**src/rtl/mem_arb_pkg.sv**
```systemverilog
// Shared types and reset constants for the unified-memory arbiter.
// Owner encoding is also used as the select value of mem_arb_sel.
package mem_arb_pkg;

  typedef enum logic [1:0] {
    IDLE  = 2'd0,
    ISSUE = 2'd1,
    WAIT  = 2'd2,
    RESP  = 2'd3
  } state_t;

  typedef enum logic {
    OWN_IF = 1'b0,
    OWN_DM = 1'b1
  } owner_t;

  localparam logic [31:0] RST_WORD = 32'h0000_0000;
  localparam logic [3:0]  RST_MASK = 4'h0;
  localparam logic [3:0]  FULL_MASK = 4'hF;

endpackage

```
**src/rtl/mem_arb_sel.sv**
```systemverilog
// Owner selection for mem_arb: DM has priority over IF.
// With MEM_ARB_STARVE_GUARD_EN defined, a streak counter forces IF after STARVE_MAX DM wins.
module mem_arb_sel
  import mem_arb_pkg::*;
#(
  parameter int STARVE_MAX = 4
) (
  input  logic i_clk,
  input  logic i_rst,
  input  logic if_req,
  input  logic dm_req,
  input  logic grant,
  output logic owner
);

`ifdef MEM_ARB_STARVE_GUARD_EN
  localparam int SW = $clog2(STARVE_MAX + 1);

  logic [SW-1:0] streak;
  logic          force_if;

  assign force_if = if_req && (streak == SW'(STARVE_MAX));

  always_comb begin
    owner = OWN_IF;
    if (dm_req && !force_if) owner = OWN_DM;
  end

  // streak only grows while IF is actually waiting behind a DM grant
  always_ff @(posedge i_clk) begin
    if (i_rst) begin
      streak <= '0;
    end else if (grant) begin
      if (owner == OWN_IF || !if_req) streak <= '0;
      else                            streak <= streak + SW'(1);
    end
  end
`else
  localparam int unused_starve = STARVE_MAX;
  logic unused_sel;
  assign unused_sel = ^{i_clk, i_rst, grant, if_req};

  always_comb begin
    owner = OWN_IF;
    if (dm_req) owner = OWN_DM;
  end
`endif

endmodule

```
**src/rtl/mem_arb.sv**
```systemverilog
// Single-port memory arbiter between instruction fetch (IF) and load/store (DM).
// Optional IF starvation guard enabled by defining MEM_ARB_STARVE_GUARD_EN.
module mem_arb
  import mem_arb_pkg::*;
#(
  parameter int MEM_LAT    = 1,
  parameter int STARVE_MAX = 4
) (
  input  logic        i_clk,
  input  logic        i_rst,
  input  logic        i_if_req,
  input  logic [31:0] i_if_addr,
  output logic        o_if_gnt,
  output logic        o_if_vld,
  output logic [31:0] o_if_rdata,
  output logic        o_if_hold,
  input  logic        i_flush,
  input  logic        i_dm_req,
  input  logic        i_dm_wen,
  input  logic [31:0] i_dm_addr,
  input  logic [31:0] i_dm_wdata,
  input  logic [3:0]  i_dm_mask,
  output logic        o_dm_gnt,
  output logic        o_dm_vld,
  output logic [31:0] o_dm_rdata,
  output logic [31:0] o_mem_addr,
  output logic        o_mem_ren,
  output logic        o_mem_wen,
  output logic [31:0] o_mem_wdata,
  output logic [3:0]  o_mem_mask,
  input  logic [31:0] i_mem_rdata,
  output logic [1:0]  o_dbg_state
);

  // Handshake: a requester holds req and its payload; gnt pulses in the cycle the
  // request is sampled, vld pulses once when the access completes.
  localparam int CW = (MEM_LAT > 1) ? $clog2(MEM_LAT) : 1;

  state_t        state, state_nxt;
  logic [CW-1:0] cnt, cnt_nxt;
  logic          owner_q, sel_owner;
  logic          wen_q;
  logic          flushed, flushed_nxt;
  logic          grant;
  logic [31:0]   rdata_q, addr_q, wdata_q;
  logic [3:0]    mask_q;

  assign grant = (state == IDLE) && (i_if_req || i_dm_req) && !i_rst;

  mem_arb_sel #(.STARVE_MAX(STARVE_MAX)) u_sel (
    .i_clk  (i_clk),
    .i_rst  (i_rst),
    .if_req (i_if_req),
    .dm_req (i_dm_req),
    .grant  (grant),
    .owner  (sel_owner)
  );

  always_comb begin
    state_nxt = state;
    cnt_nxt   = cnt;
    case (state)
      IDLE:  if (grant) state_nxt = ISSUE;
      ISSUE: begin
        state_nxt = WAIT;
        cnt_nxt   = CW'(MEM_LAT - 1);
      end
      WAIT: begin
        if (cnt == '0) state_nxt = RESP;
        else           cnt_nxt   = cnt - CW'(1);
      end
      RESP:    state_nxt = IDLE;
      default: state_nxt = IDLE;
    endcase
  end

  // A flush only matters while an IF access is accepted or in flight
  always_comb begin
    flushed_nxt = flushed;
    if (i_flush && ((grant && sel_owner == OWN_IF) ||
                    (state != IDLE && owner_q == OWN_IF)))
      flushed_nxt = 1'b1;
    if (state == RESP) flushed_nxt = 1'b0;
  end

  always_ff @(posedge i_clk) begin
    if (i_rst) begin
      state   <= IDLE;
      cnt     <= '0;
      owner_q <= OWN_IF;
      wen_q   <= 1'b0;
      flushed <= 1'b0;
      addr_q  <= RST_WORD;
      wdata_q <= RST_WORD;
      mask_q  <= RST_MASK;
      rdata_q <= RST_WORD;
    end else begin
      state   <= state_nxt;
      cnt     <= cnt_nxt;
      flushed <= flushed_nxt;
      if (grant) begin
        owner_q <= sel_owner;
        if (sel_owner == OWN_DM) begin
          wen_q   <= i_dm_wen;
          addr_q  <= i_dm_addr;
          wdata_q <= i_dm_wdata;
          mask_q  <= i_dm_mask;
        end else begin
          wen_q  <= 1'b0;
          addr_q <= i_if_addr;
          mask_q <= FULL_MASK;
        end
      end
      if (state == WAIT && cnt == '0) rdata_q <= i_mem_rdata;
    end
  end

  assign o_if_gnt    = grant && (sel_owner == OWN_IF);
  assign o_dm_gnt    = grant && (sel_owner == OWN_DM);
  assign o_if_vld    = (state == RESP) && (owner_q == OWN_IF) && !flushed && !i_flush;
  assign o_dm_vld    = (state == RESP) && (owner_q == OWN_DM);
  assign o_if_rdata  = rdata_q;
  assign o_dm_rdata  = rdata_q;
  assign o_if_hold   = i_if_req && !o_if_vld;
  assign o_mem_addr  = addr_q;
  assign o_mem_wdata = wdata_q;
  assign o_mem_mask  = mask_q;
  assign o_mem_ren   = (state == ISSUE) && !wen_q;
  assign o_mem_wen   = (state == ISSUE) && wen_q;
  assign o_dbg_state = state;

endmodule
```
**config.mk**
```make
export PLATFORM = sky130hd
export DESIGN_NAME = mem_arb
export DESIGN_NICKNAME = d
export VERILOG_FILES = /design/src/rtl/mem_arb_pkg.sv /design/src/rtl/mem_arb_sel.sv /design/src/rtl/mem_arb.sv
export SDC_FILE = /design/constraint.sdc
export NUM_CORES = 1
export LEC_CHECK = 0
export ABC_AREA = 0
export ABC_CLOCK_PERIOD_IN_PS = 5050
export CAP_MARGIN = 20
export CORE_MARGIN = 8
export CORE_UTILIZATION = 39
export DETAILED_ROUTE_END_ITERATION = 6
export PLACE_DENSITY = 0.86
export SYNTH_ARGS = -nofsm -noshare
export SYNTH_HDL_FRONTEND = slang
export SYNTH_SLANG_ARGS = --single-unit
```
**constraint.sdc**
```tcl
create_clock -name i_clk -period 5.05 [get_ports i_clk]
set_clock_uncertainty 0.2 [all_clocks]
set_input_delay 1.01 -clock i_clk [delete_from_list [all_inputs] [get_ports i_clk]]
set_output_delay 1.01 -clock i_clk [all_outputs]
set_load 0.03 [all_outputs]
```
# Yosys cells after proc, flatten, opt, wreduce, memory -nomap -nowiden
# Cells that the tools add are included.
# totals
register_bits	106
output_inout_bits	141
# classes
addsub	1
n_eq_ne	5
muxes	9
n_bitwise	3
reduce_logical	27
# ops
op	n
two-way mux 32 bit	1
logical AND 1 bit	14
case mux 2 bit (4 select lines)	1
logical NOT 1 bit	5
== test 2 bit (second input constant)	2
two-way mux 2 bit	2
two-way mux 4 bit	1
!= test 2 bit (second input constant)	2
AND reduction 2 bit	2
nonzero test 2 bit	2
two-way mux 1 bit	3
inverter 1 bit	3
== test 2 x 1 -> 1 bit (second input constant)	1
logical NOT 2 bit	1
logical OR 1 bit	2
case mux 1 bit (2 select lines)	1
OR reduction 2 bit	1
subtractor 1 bit (second input constant)	1

# Logic depth before layout (Yosys ltp)
# logic_depth
ltp_word	6
ltp_mapped	7
ltp_nobuf	5

# By module
# Synthesis repeated with hierarchy kept, for this count alone.
# hier_totals
cells_unflattened	444
area_unflattened_um2	4697.0
# modules_own_cells
module	instances	cells_per_inst	area_per_inst_um2	seq_area_each_um2
mem_arb	1	443	4689.5	2102.0
mem_arb_sel	1	1	7.5	0.0

# Worst setup path after synthesis
# No wires, ideal clock.
# synth_timing
kind	in2out
start	input port i_flush
end	output port o_if_hold
t_arrival_ps	2533
setup_slack_ps	1307
stages	2
path_buffers	0
path_cell_list	nor4b_1 -> nor2b_1
# synth_between
elab_chain_cells	4
# synth_lines
element	line	rtl
start: declaration	mem_arb.sv:17	input logic i_flush,
logical NOT 1 bit	mem_arb.sv:120	assign o_if_vld = (state == RESP) && (owner_q == OWN_IF) && !flushed && !i_flush;
logical AND 1 bit	mem_arb.sv:120	
logical NOT 1 bit	mem_arb.sv:124	assign o_if_hold = i_if_req && !o_if_vld;
logical AND 1 bit	mem_arb.sv:124	
end: declaration	mem_arb.sv:16	output logic o_if_hold,
# Every way passes these cells.

# Worst setup path in the final report
# layout_timing
start	input port i_flush
end	output port o_if_vld
# layout_between
elab_chain_cells	2
# layout_lines
element	line	rtl
logical NOT 1 bit	mem_arb.sv:120	
logical AND 1 bit	mem_arb.sv:120	
end: declaration	mem_arb.sv:14	output logic o_if_vld,
# Every way passes these cells.

==> results.yml <==
yosys:
  synth_top_area_cell: "dfxtp_1"
  syn-mean-instance-area_sq_um: 9.77
  synth.distinct_cells: 29
  synthArstFlopShare: 0
  synth-edff-count: 0
  yosysSeqAreaShare: 0.497
  synth-main-ff-cell: "dfxtp_1"
  ys_warn_count: 0
  synthCells: 433
  syn_area_sq_um: 4230
  yosys.area.top_type_share: 0.497
  ys_top_cells_by_count: "105 x dfxtp_1, 65 x nand2_1, 44 x nor2_1"
  syn_nets: 576
  synth.area.top_cells: "dfxtp_1 50%, mux2i_1 7.8%, a22o_1 6.6%"
  ys_ff_latch: 105
  yosysMostFrequentCell: "dfxtp_1"
placed_design:
  placed_area_sq_um: 6810
  post-dp-hpwl_mm: 11.4
  finalWeightedCongestion: 0.786
  port_buffers: 278
floorplan:
  coreArea_sq_um: 10700
  die_h_microns: 120
  start_util: 0.395
  placementRows: 38
  die_w_microns: 120
  die-area_sq_um: 14400
  io_pins: 279
worst_setup_path:
  endpoint: "o_if_vld"
  critPathArrivalTime_ns: 2.59
  required_ns: 3.84
  critPathLaunchType: "input port"
  cpPeakStageDelay_ns: 0.75
  cp_common_cell: "clkdlybuf4s50_1"
  rrSetupSlack_ns: 2.85
  crit_type: "in2out"
  cp_max_fo: 2
  critPathCaptureType: "output port"
  startpoint: "i_flush"
  slowest_stage: "clkdlybuf4s50_1"
  rr_worst_depth: 6
  rr_startpoint: "o_dbg_state[1]"
  cp_cell_sequence: "clkdlybuf4s50_1 > nor4b_1 > clkdlybuf4s50_1"
  r2r-end: "o_mem_addr[22]"
cts:
  postCtsSetupBuffers: 0
  hold_buffers: 0
  clk_latency_ns: 0.34
  clock-root-buffer: "clkbuf_8"
  htreeDepth: 3
  cts_inserted_buffers: 9
  clk_pin_slew_worst_paths_ns: 0.09
  clock-sinks: 105
  ctsResizeCount: 0
  clockBufferDepth: 2
  tritoncts: "yes"
routing:
  drcViolationCount: 0
  routedWlPerCell_microns: 17.7
  drt_first_pass_iters: 4
  routed_via_density: 4.80
  final_antenna_net_count: 0
  vias: 3887
  drtIter0Drc: 120
  routed_wl_mm: 14.3
global_routing:
  grt_max_degree: 66
  gr-usage-all-layers: 0.193
  antenna_found_initial: 0
  overflow: 0
  grt_pass1_vias: 4195
  grt_pass1_wl_mm: 22.3
sta:
  rsz0062_at_grt: "false"
  worst_slew_pin_slew_ns: 1.01
  finalSetupViolations: 0
  whs_ns: 0.258
  finalHoldViolCount: 0
  fin_crit_sh: 0.753
  finalSetupTns_ns: 0
  relSlewSlack: 0.329
  fmax_mhz: 263
  fin_crit_ns: 3.80
  slew_violations: 0
final_layout:
  area.growth.synth_to_final_pct: 65.4
  num_antenna_cells: 0
  fillers: 885
  drive_above_1_share: 0.0388
  nets: 809
  post-route-util: 0.654
  design_area_sq_um: 7000
worst_hold_path:
  min_path_type: "reg2reg"
flow_run:
  maxCapViolations: 0
pwr:
  power.density_nw_per_um2: 463
  power.static_leakage_nw: 2.97
  vdd_drop_max_mv: 0.230
  power.total_mw: 3.24
outcome:
  status: "completed"
area by class of cell:
| cell class | instances | area (sq um) | area share |
|---|---|---|---|
| multi-input cells | 264 | 1720 | 0.245 |
| clock inverters | 5 | 32.5 | 0.00465 |
| well taps | 140 | 175 | 0.0250 |
| flip-flops and latches | 105 | 2100 | 0.300 |
| repair buffers | 283 | 2820 | 0.403 |
| clock buffers | 10 | 138 | 0.0197 |
| inverters | 3 | 11.3 | 0.00161 |
power breakdown:
| part | total [mW] | internal, mW | leakage [nW] | switching, mW |
|---|---|---|---|---|
| Clock | 0.456 | 0.188 | 0.0802 | 0.268 |
| Combinational | 1.64 | 0.716 | 2.03 | 0.924 |
| Sequential | 1.14 | 1.02 | 0.860 | 0.123 |
worst min-delay path by stage:
stage | from | to | slack (ns) | cells past startpoint
6_report | o_mem_addr[26] | o_mem_addr[26] | 0.26 | 1
5_1_grt | o_mem_addr[19] | o_mem_addr[19] | 0.28 | 1
3_5_place_dp | o_mem_addr[15] | o_mem_addr[15] | 0.24 | 1
2_1_floorplan | flushed | flushed | 0.24 | 2
3_3_place_gp | o_mem_addr[17] | o_mem_addr[17] | 0.23 | 1
4_1_cts | o_mem_addr[15] | o_mem_addr[15] | 0.26 | 1
state kept, by name, summed over array words and instances, names as in the netlist:
| signal | flops |
|---|---|
| owner_q | 1 |
| o_mem_addr | 32 |
| o_dbg_state | 2 |
| o_mem_mask | 4 |
| o_mem_wdata | 32 |
| o_dm_rdata | 32 |
| flushed | 1 |
| wen_q | 1 |
per-layer routing:
layer | track usage | up-vias | share of wire | wire length (microns)
li1 | - | 1901 | - | -
met1 | 0.198 | 1789 | 0.37 | 5320
met2 | 0.337 | 175 | 0.49 | 7030
met3 | 0.0911 | 22 | 0.12 | 1650
met4 | 0.0726 | 0 | 0.021 | 301
met5 | 0 | - | 0 | 0
cells in the final DEF, fill, tap and decap left out:
| master | Yosys | final |
|---|---|---|
| o21ai_2 | 1 | 1 |
| buf_2 | 11 | 1 |
| and2_1 | 2 | 2 |
| buf_8 | 0 | 1 |
| clkdlybuf4s50_1 | 0 | 277 |
| nand2_1 | 65 | 65 |
| inv_1 | 3 | 3 |
| and4bb_1 | 1 | 1 |
| mux2i_1 | 33 | 33 |
| a21oi_1 | 1 | 1 |
| a21o_1 | 33 | 33 |
| nand3_1 | 1 | 1 |
| nor2_2 | 1 | 1 |
| nor4b_1 | 1 | 1 |
| a211oi_1 | 1 | 1 |
| buf_4 | 33 | 4 |
| a211oi_2 | 1 | 1 |
| ha_1 | 5 | 4 |
| or3b_1 | 1 | 1 |
| a22o_1 | 32 | 32 |
| ha_2 | 0 | 1 |
| nor2_1 | 44 | 44 |
| nor2b_1 | 2 | 2 |
| nand2b_1 | 1 | 1 |
| nor3_1 | 4 | 4 |
| clkbuf_8 | 0 | 10 |
| nand3b_1 | 32 | 32 |
| dfxtp_1 | 105 | 105 |
| o21a_1 | 1 | 1 |
| clkinvlp_4 | 0 | 3 |
| clkinv_2 | 0 | 2 |
| and3b_2 | 0 | 1 |
cell families (layout without fill, tap and decap cells):
logic type,after synthesis,in the layout,synth area share
and+or+nand+nor,156,156,0.177
DFF,105,105,0.497
AOI/OAI and AO/OA,70,70,0.135
buffers and inverters,64,301,0.0982
muxes,33,33,0.0781
adders and majority gates,5,5,0.0148
metrics by stage:
stage / instances / setup slack [ns]
after CTS: 809 / 1.24
after global routing: 810 / 1.18
after global placement: 794 / 1.25
after detailed placement: 794 / 1.25
final: 810 / 1.25
after floorplan: 433 / 1.31
worst max-delay path: cells and delay by family:
kind | cells | cell delay, ns
simple gates | 1 | 0.38
buf+inv | 2 | 1.20
Note: power is estimated with default switching activity, not from simulation.
